$ cat src/rtl/sm83_cb_pkg.sv
// Shared types for the SM83 CB-prefix sequencer: FSM states, opcode classes, operand decode.
package sm83_cb_pkg;

  typedef enum logic [2:0] {
    IDLE,
    READ,
    EXEC,
    WRITE,
    FIN
  } cb_state_t;

  typedef enum logic [1:0] {
    CB_ROT,
    CB_BIT,
    CB_RES,
    CB_SET
  } cb_class_t;

  localparam logic [2:0] REG_HL_IND = 3'd6;

  function automatic logic is_mem_operand(input logic [2:0] sel);
    return sel == REG_HL_IND;
  endfunction

endpackage

$ cat src/rtl/sm83_cb_wait_timer.sv
// Memory-phase wait counter for the CB sequencer; expired_o flags the cycle the count would reach WAIT_MAX.
module sm83_cb_wait_timer #(
  parameter int unsigned WAIT_MAX = 15
) (
  input  logic clk,
  input  logic reset,
  input  logic clr_i,
  input  logic en_i,
  output logic expired_o
);

  localparam logic [3:0] LAST = 4'(WAIT_MAX - 1);

  logic [3:0] cnt_q, cnt_d;

  always_comb begin
    cnt_d = cnt_q;
    if (clr_i) begin
      cnt_d = '0;
    end else if (en_i) begin
      cnt_d = cnt_q + 4'd1;
    end
  end

  always_ff @(posedge clk or posedge reset) begin
    if (reset) begin
      cnt_q <= '0;
    end else begin
      cnt_q <= cnt_d;
    end
  end

  assign expired_o = en_i && (cnt_q == LAST);

endmodule

$ cat src/rtl/sm83_cb_sequencer.sv
// Multi-cycle sequencer for CB-prefixed SM83 instructions (rot/shift/SWAP, BIT, RES, SET).
// Define SM83_CB_MEM_TIMEOUT_EN to enable the memory-phase timeout and abort path.
module sm83_cb_sequencer
  import sm83_cb_pkg::*;
#(
  parameter int unsigned WAIT_MAX = 15
) (
  input  logic       clk,
  input  logic       reset,
  input  logic       start,
  input  logic [7:0] cb_op,
  input  logic       mem_ack,
  output logic       busy,
  output logic [2:0] alu_op543,
  output logic       alu_shift,
  output logic [1:0] alu_bitop,
  output logic [2:0] reg_sel,
  output logic       mem_rd,
  output logic       mem_wr,
  output logic       reg_we,
  output logic       flag_we,
  output logic       done,
  output logic       abort
);

  if (WAIT_MAX == 0 || WAIT_MAX > 15) begin : g_wait_max_bad
    $error("sm83_cb_sequencer: WAIT_MAX must be in 1..15");
  end

  cb_state_t state_q, state_d;
  logic [7:0] op_q, op_d;
  cb_class_t  cls;
  logic       mem_opnd;
  logic       tmo_expired;

  assign cls       = cb_class_t'(op_q[7:6]);
  assign mem_opnd  = is_mem_operand(op_q[2:0]);
  assign alu_op543 = op_q[5:3];
  assign alu_bitop = op_q[7:6];
  assign reg_sel   = op_q[2:0];

`ifdef SM83_CB_MEM_TIMEOUT_EN
  logic wait_active;

  assign wait_active = (state_q == READ) || (state_q == WRITE);

  sm83_cb_wait_timer #(
    .WAIT_MAX(WAIT_MAX)
  ) u_timer (
    .clk      (clk),
    .reset    (reset),
    .clr_i    (!wait_active || mem_ack),
    .en_i     (wait_active && !mem_ack),
    .expired_o(tmo_expired)
  );
`else
  assign tmo_expired = 1'b0;
`endif

  always_ff @(posedge clk or posedge reset) begin
    if (reset) begin
      state_q <= IDLE;
      op_q    <= '0;
    end else begin
      state_q <= state_d;
      op_q    <= op_d;
    end
  end

  always_comb begin
    state_d   = state_q;
    op_d      = op_q;
    busy      = 1'b1;
    alu_shift = 1'b0;
    mem_rd    = 1'b0;
    mem_wr    = 1'b0;
    reg_we    = 1'b0;
    flag_we   = 1'b0;
    done      = 1'b0;
    abort     = 1'b0;

    unique case (state_q)
      IDLE: begin
        busy = 1'b0;
        if (start) begin
          op_d    = cb_op;
          state_d = is_mem_operand(cb_op[2:0]) ? READ : EXEC;
        end
      end
      READ: begin
        mem_rd = 1'b1;
        if (mem_ack) begin
          state_d = EXEC;
        end else if (tmo_expired) begin
          abort   = 1'b1;
          state_d = IDLE;
        end
      end
      EXEC: begin
        alu_shift = (cls == CB_ROT);
        reg_we    = !mem_opnd && (cls != CB_BIT);
        state_d   = (mem_opnd && (cls != CB_BIT)) ? WRITE : FIN;
      end
      WRITE: begin
        mem_wr = 1'b1;
        if (mem_ack) begin
          state_d = FIN;
        end else if (tmo_expired) begin
          abort   = 1'b1;
          state_d = IDLE;
        end
      end
      FIN: begin
        // RES/SET leave flags untouched
        flag_we = (cls == CB_ROT) || (cls == CB_BIT);
        done    = 1'b1;
        state_d = IDLE;
      end
      default: begin
        busy    = 1'b0;
        state_d = IDLE;
      end
    endcase
  end

endmodule

$ cat config.mk
export PLATFORM = sky130hd
export DESIGN_NAME = sm83_cb_sequencer
export DESIGN_NICKNAME = d
export VERILOG_FILES = /design/src/rtl/sm83_cb_pkg.sv /design/src/rtl/sm83_cb_wait_timer.sv /design/src/rtl/sm83_cb_sequencer.sv
export SDC_FILE = /design/constraint.sdc
export NUM_CORES = 1
export LEC_CHECK = 0
export CAP_MARGIN = 5
export CORE_MARGIN = 1
export CORE_UTILIZATION = 44
export CTS_BUF_LIST = sky130_fd_sc_hd__clkbuf_4
export DETAILED_ROUTE_END_ITERATION = 6
export PLACE_DENSITY = 0.85
export SLEW_MARGIN = 20
export SYNTH_ARGS = -nofsm -noshare
export SYNTH_HDL_FRONTEND = slang
export SYNTH_SLANG_ARGS = --single-unit
$ cat constraint.sdc
create_clock -name clk -period 2.84 [get_ports clk]
set_input_delay 0.568 -clock clk [delete_from_list [all_inputs] [get_ports clk]]
set_output_delay 0.568 -clock clk [all_outputs]
set_load 0.05 [all_outputs]
==> impl_metrics.json <==
{
  "status": "completed",
  "portBuffers": 26,
  "ff2ff_path_depth": 3,
  "maxSlewHeadroom": 0.607,
  "finalWeightedCongestion": 0.726,
  "cts.sinks": 11,
  "cp_num_cells": 3,
  "cp.required_ns": 2.27,
  "htreeDepth": 1,
  "yosysSeqAreaShare": 0.458,
  "ys_ff_latch": 11,
  "tightest_slew_ns": 0.587,
  "finalSetupTns_ns": 0,
  "finClkSkew_ns": 0.00258,
  "path_buf_inv": 1,
  "fmax_mhz": 364,
  "die_height_um": 38.9,
  "postSynthCellCount": 53,
  "clockBufferDepth": 2,
  "antenna_cells": 0,
  "cts_resized": 0,
  "cts_hold_buf": 0,
  "rr_endpoint": "op_q[2]$_DFFE_PP0P_",
  "core_area_um2": 1190,
  "synth_top_area_share": 0.458,
  "routed_wl_um": 1390,
  "slew_violations": 0,
  "routedWlPerCell_um": 14.7,
  "path_class": "flop to output pin",
  "clk_pin_slew_worst_paths_ns": 0.07,
  "nets": 93,
  "grt.overflow.total": 0,
  "grt_use_total": 0.217,
  "fp.dieW_um": 38.9,
  "cp-startpoint": "state_q[0]$_DFFE_PP0P_",
  "dp_hpwl_um": 1060,
  "cap_viol_max_count": 0,
  "whs_ns": 0.516,
  "async_reset_ff_frac": 1.00,
  "hold_path_class": "flop to flop",
  "crit_path_top_delay_cell": "clkdlybuf4s50_1",
  "cts_buffers": 3,
  "final-setup-viol-count": 0,
  "cp.arrival_ns": 2.18,
  "grt_max_degree": 12,
  "clock_latency_ns": 0.27,
  "rows": 12,
  "r2r_start": "state_q[1]$_DFFE_PP0P_",
  "period_minus_slack_ns": 2.75,
  "antenna_found_initial": 0,
  "yosysUniqueCellTypes": 24,
  "io_pins": 28,
  "dp_cells": 90,
  "critical_path.max_stage_delay_ns": 0.83,
  "path_cells": "or3b_1 > nor3_1 > clkdlybuf4s50_1",
  "cp_top_family": "buffers and inverters",
  "vias_per_cell": 5.11,
  "syn-num-nets": 65,
  "detail-route-antenna-nets": 0,
  "synth_top_cell_by_area": "dfrtp_1",
  "initial_utilization": 0.506,
  "synth_edf_count": 0,
  "syn_area_per_cell_um2": 11.3,
  "firstDrtPassIters": 2,
  "syn_to_final_growth_pct": 45.8,
  "grt_pass1_vias": 506,
  "yosys_warnings": 0,
  "worstSetupEndpointType": "output pin",
  "syn_area_um2": 601,
  "synth_common_cells": "dfrtp_1, mux2_2, nor2_1",
  "yosys-top-cells-area": "dfrtp_1, mux2_2, nor4b_4, buf_6, nor2_1",
  "endpoint": "alu_shift",
  "post_cts_buffers": 0,
  "layout-drive-gt1-share": 0.200,
  "ff2ff_setup_slack_ns": 1.20,
  "min_period_over_period": 0.968,
  "root_buffer": "clkbuf_4",
  "grt_first_pass_wirelength_um": 2130,
  "utilization": 0.738,
  "synth_most_common_cell": "dfrtp_1",
  "vias": 480,
  "rsz0062_at_grt": "no",
  "drcViolationCount": 0,
  "start_kind": "flop",
  "cts_tree": "built",
  "crit_fanout": 8,
  "post_layout_nonfiller_instances": 94,
  "hold_viol_final": 0,
  "die_area_um2": 1520,
  "drt_iter0_markers": 1,
  "synth_ff_type": "dfrtp_1"
}
## worst register-to-register path, cell delays in order, from the launching register on
cell and delay [ns]:
dfrtp_1 0.43, buf_4 0.17, nor4b_4 0.52, mux2_2 0.41
## state kept, by name (all words and copies together), names as in the netlist
| signal | flops |
|---|---|
| state_q | 3 |
| op_q | 8 |
## how the worst min path moves through the flow
| stage | start | cells after the start | end |
|---|---|---|---|
| after floorplan | reset | 1 | op_q[0]$_DFFE_PP0P_ |
| after global placement | op_q[4]$_DFFE_PP0P_ | 1 | op_q[4]$_DFFE_PP0P_ |
| after detailed placement | op_q[4]$_DFFE_PP0P_ | 1 | op_q[4]$_DFFE_PP0P_ |
| after CTS | op_q[4]$_DFFE_PP0P_ | 1 | op_q[4]$_DFFE_PP0P_ |
| after global routing | op_q[4]$_DFFE_PP0P_ | 1 | op_q[4]$_DFFE_PP0P_ |
| final | op_q[4]$_DFFE_PP0P_ | 1 | op_q[4]$_DFFE_PP0P_ |
## per-layer routing
layer	global-route usage	vias up	routed length (um)
met3	0.0462	2	80
met2	0.379	18	693
met1	0.258	223	597
met4	0.0776	0	14
met5	0	-	0
li1	-	237	-
## per-stage QoR
step | setup slack [ns] | area [um2]
2_1_floorplan | 0.202 | 601
3_3_place_gp | 0.405 | 846
3_5_place_dp | 0.395 | 846
4_1_cts | 0.0874 | 876
5_1_grt | 0.00250 | 876
6_report | 0.0920 | 876
## cell usage in the layout (no fill, tap or decap)
| cell | instances |
|---|---|
| nor2b_1 | 3 |
| and2_1 | 1 |
| a22o_1 | 1 |
| conb_1 | 1 |
| nand2_1 | 1 |
| nor3_1 | 3 |
| o311a_1 | 1 |
| dfrtp_1 | 11 |
| o21ai_0 | 2 |
| nor3_2 | 1 |
| nand2b_1 | 1 |
| buf_4 | 2 |
| nor4b_4 | 1 |
| inv_1 | 2 |
| or3b_1 | 1 |
| or3_1 | 1 |
| clkdlybuf4s50_1 | 25 |
| nand3b_1 | 1 |
| a21o_1 | 1 |
| nor2_1 | 5 |
| clkbuf_4 | 4 |
| nor3b_1 | 1 |
| nor4b_1 | 1 |
| xnor2_1 | 1 |
| mux2_2 | 8 |
## cells by family after synthesis
family | count (synthesis) | synth area share
xor gates and xnor gates | 1 | 0.0146
other | 1 | 0.00624
AOI/OAI and AO/OA | 5 | 0.0604
DFF | 11 | 0.458
and+or+nand+nor | 21 | 0.235
muxes | 8 | 0.150
buffers and inverters | 6 | 0.0750
## layout make-up
type	count	area (um2)
inverter	2	7.51
fill	95	310
clock buffer	4	30.0
tap	14	17.5
timing repair buffer	27	265
multi-input combinational	36	280
sequential	11	275
Power is not shown: default switching activity piles up to over one toggle a cycle in this logic, so the estimate is an artifact.
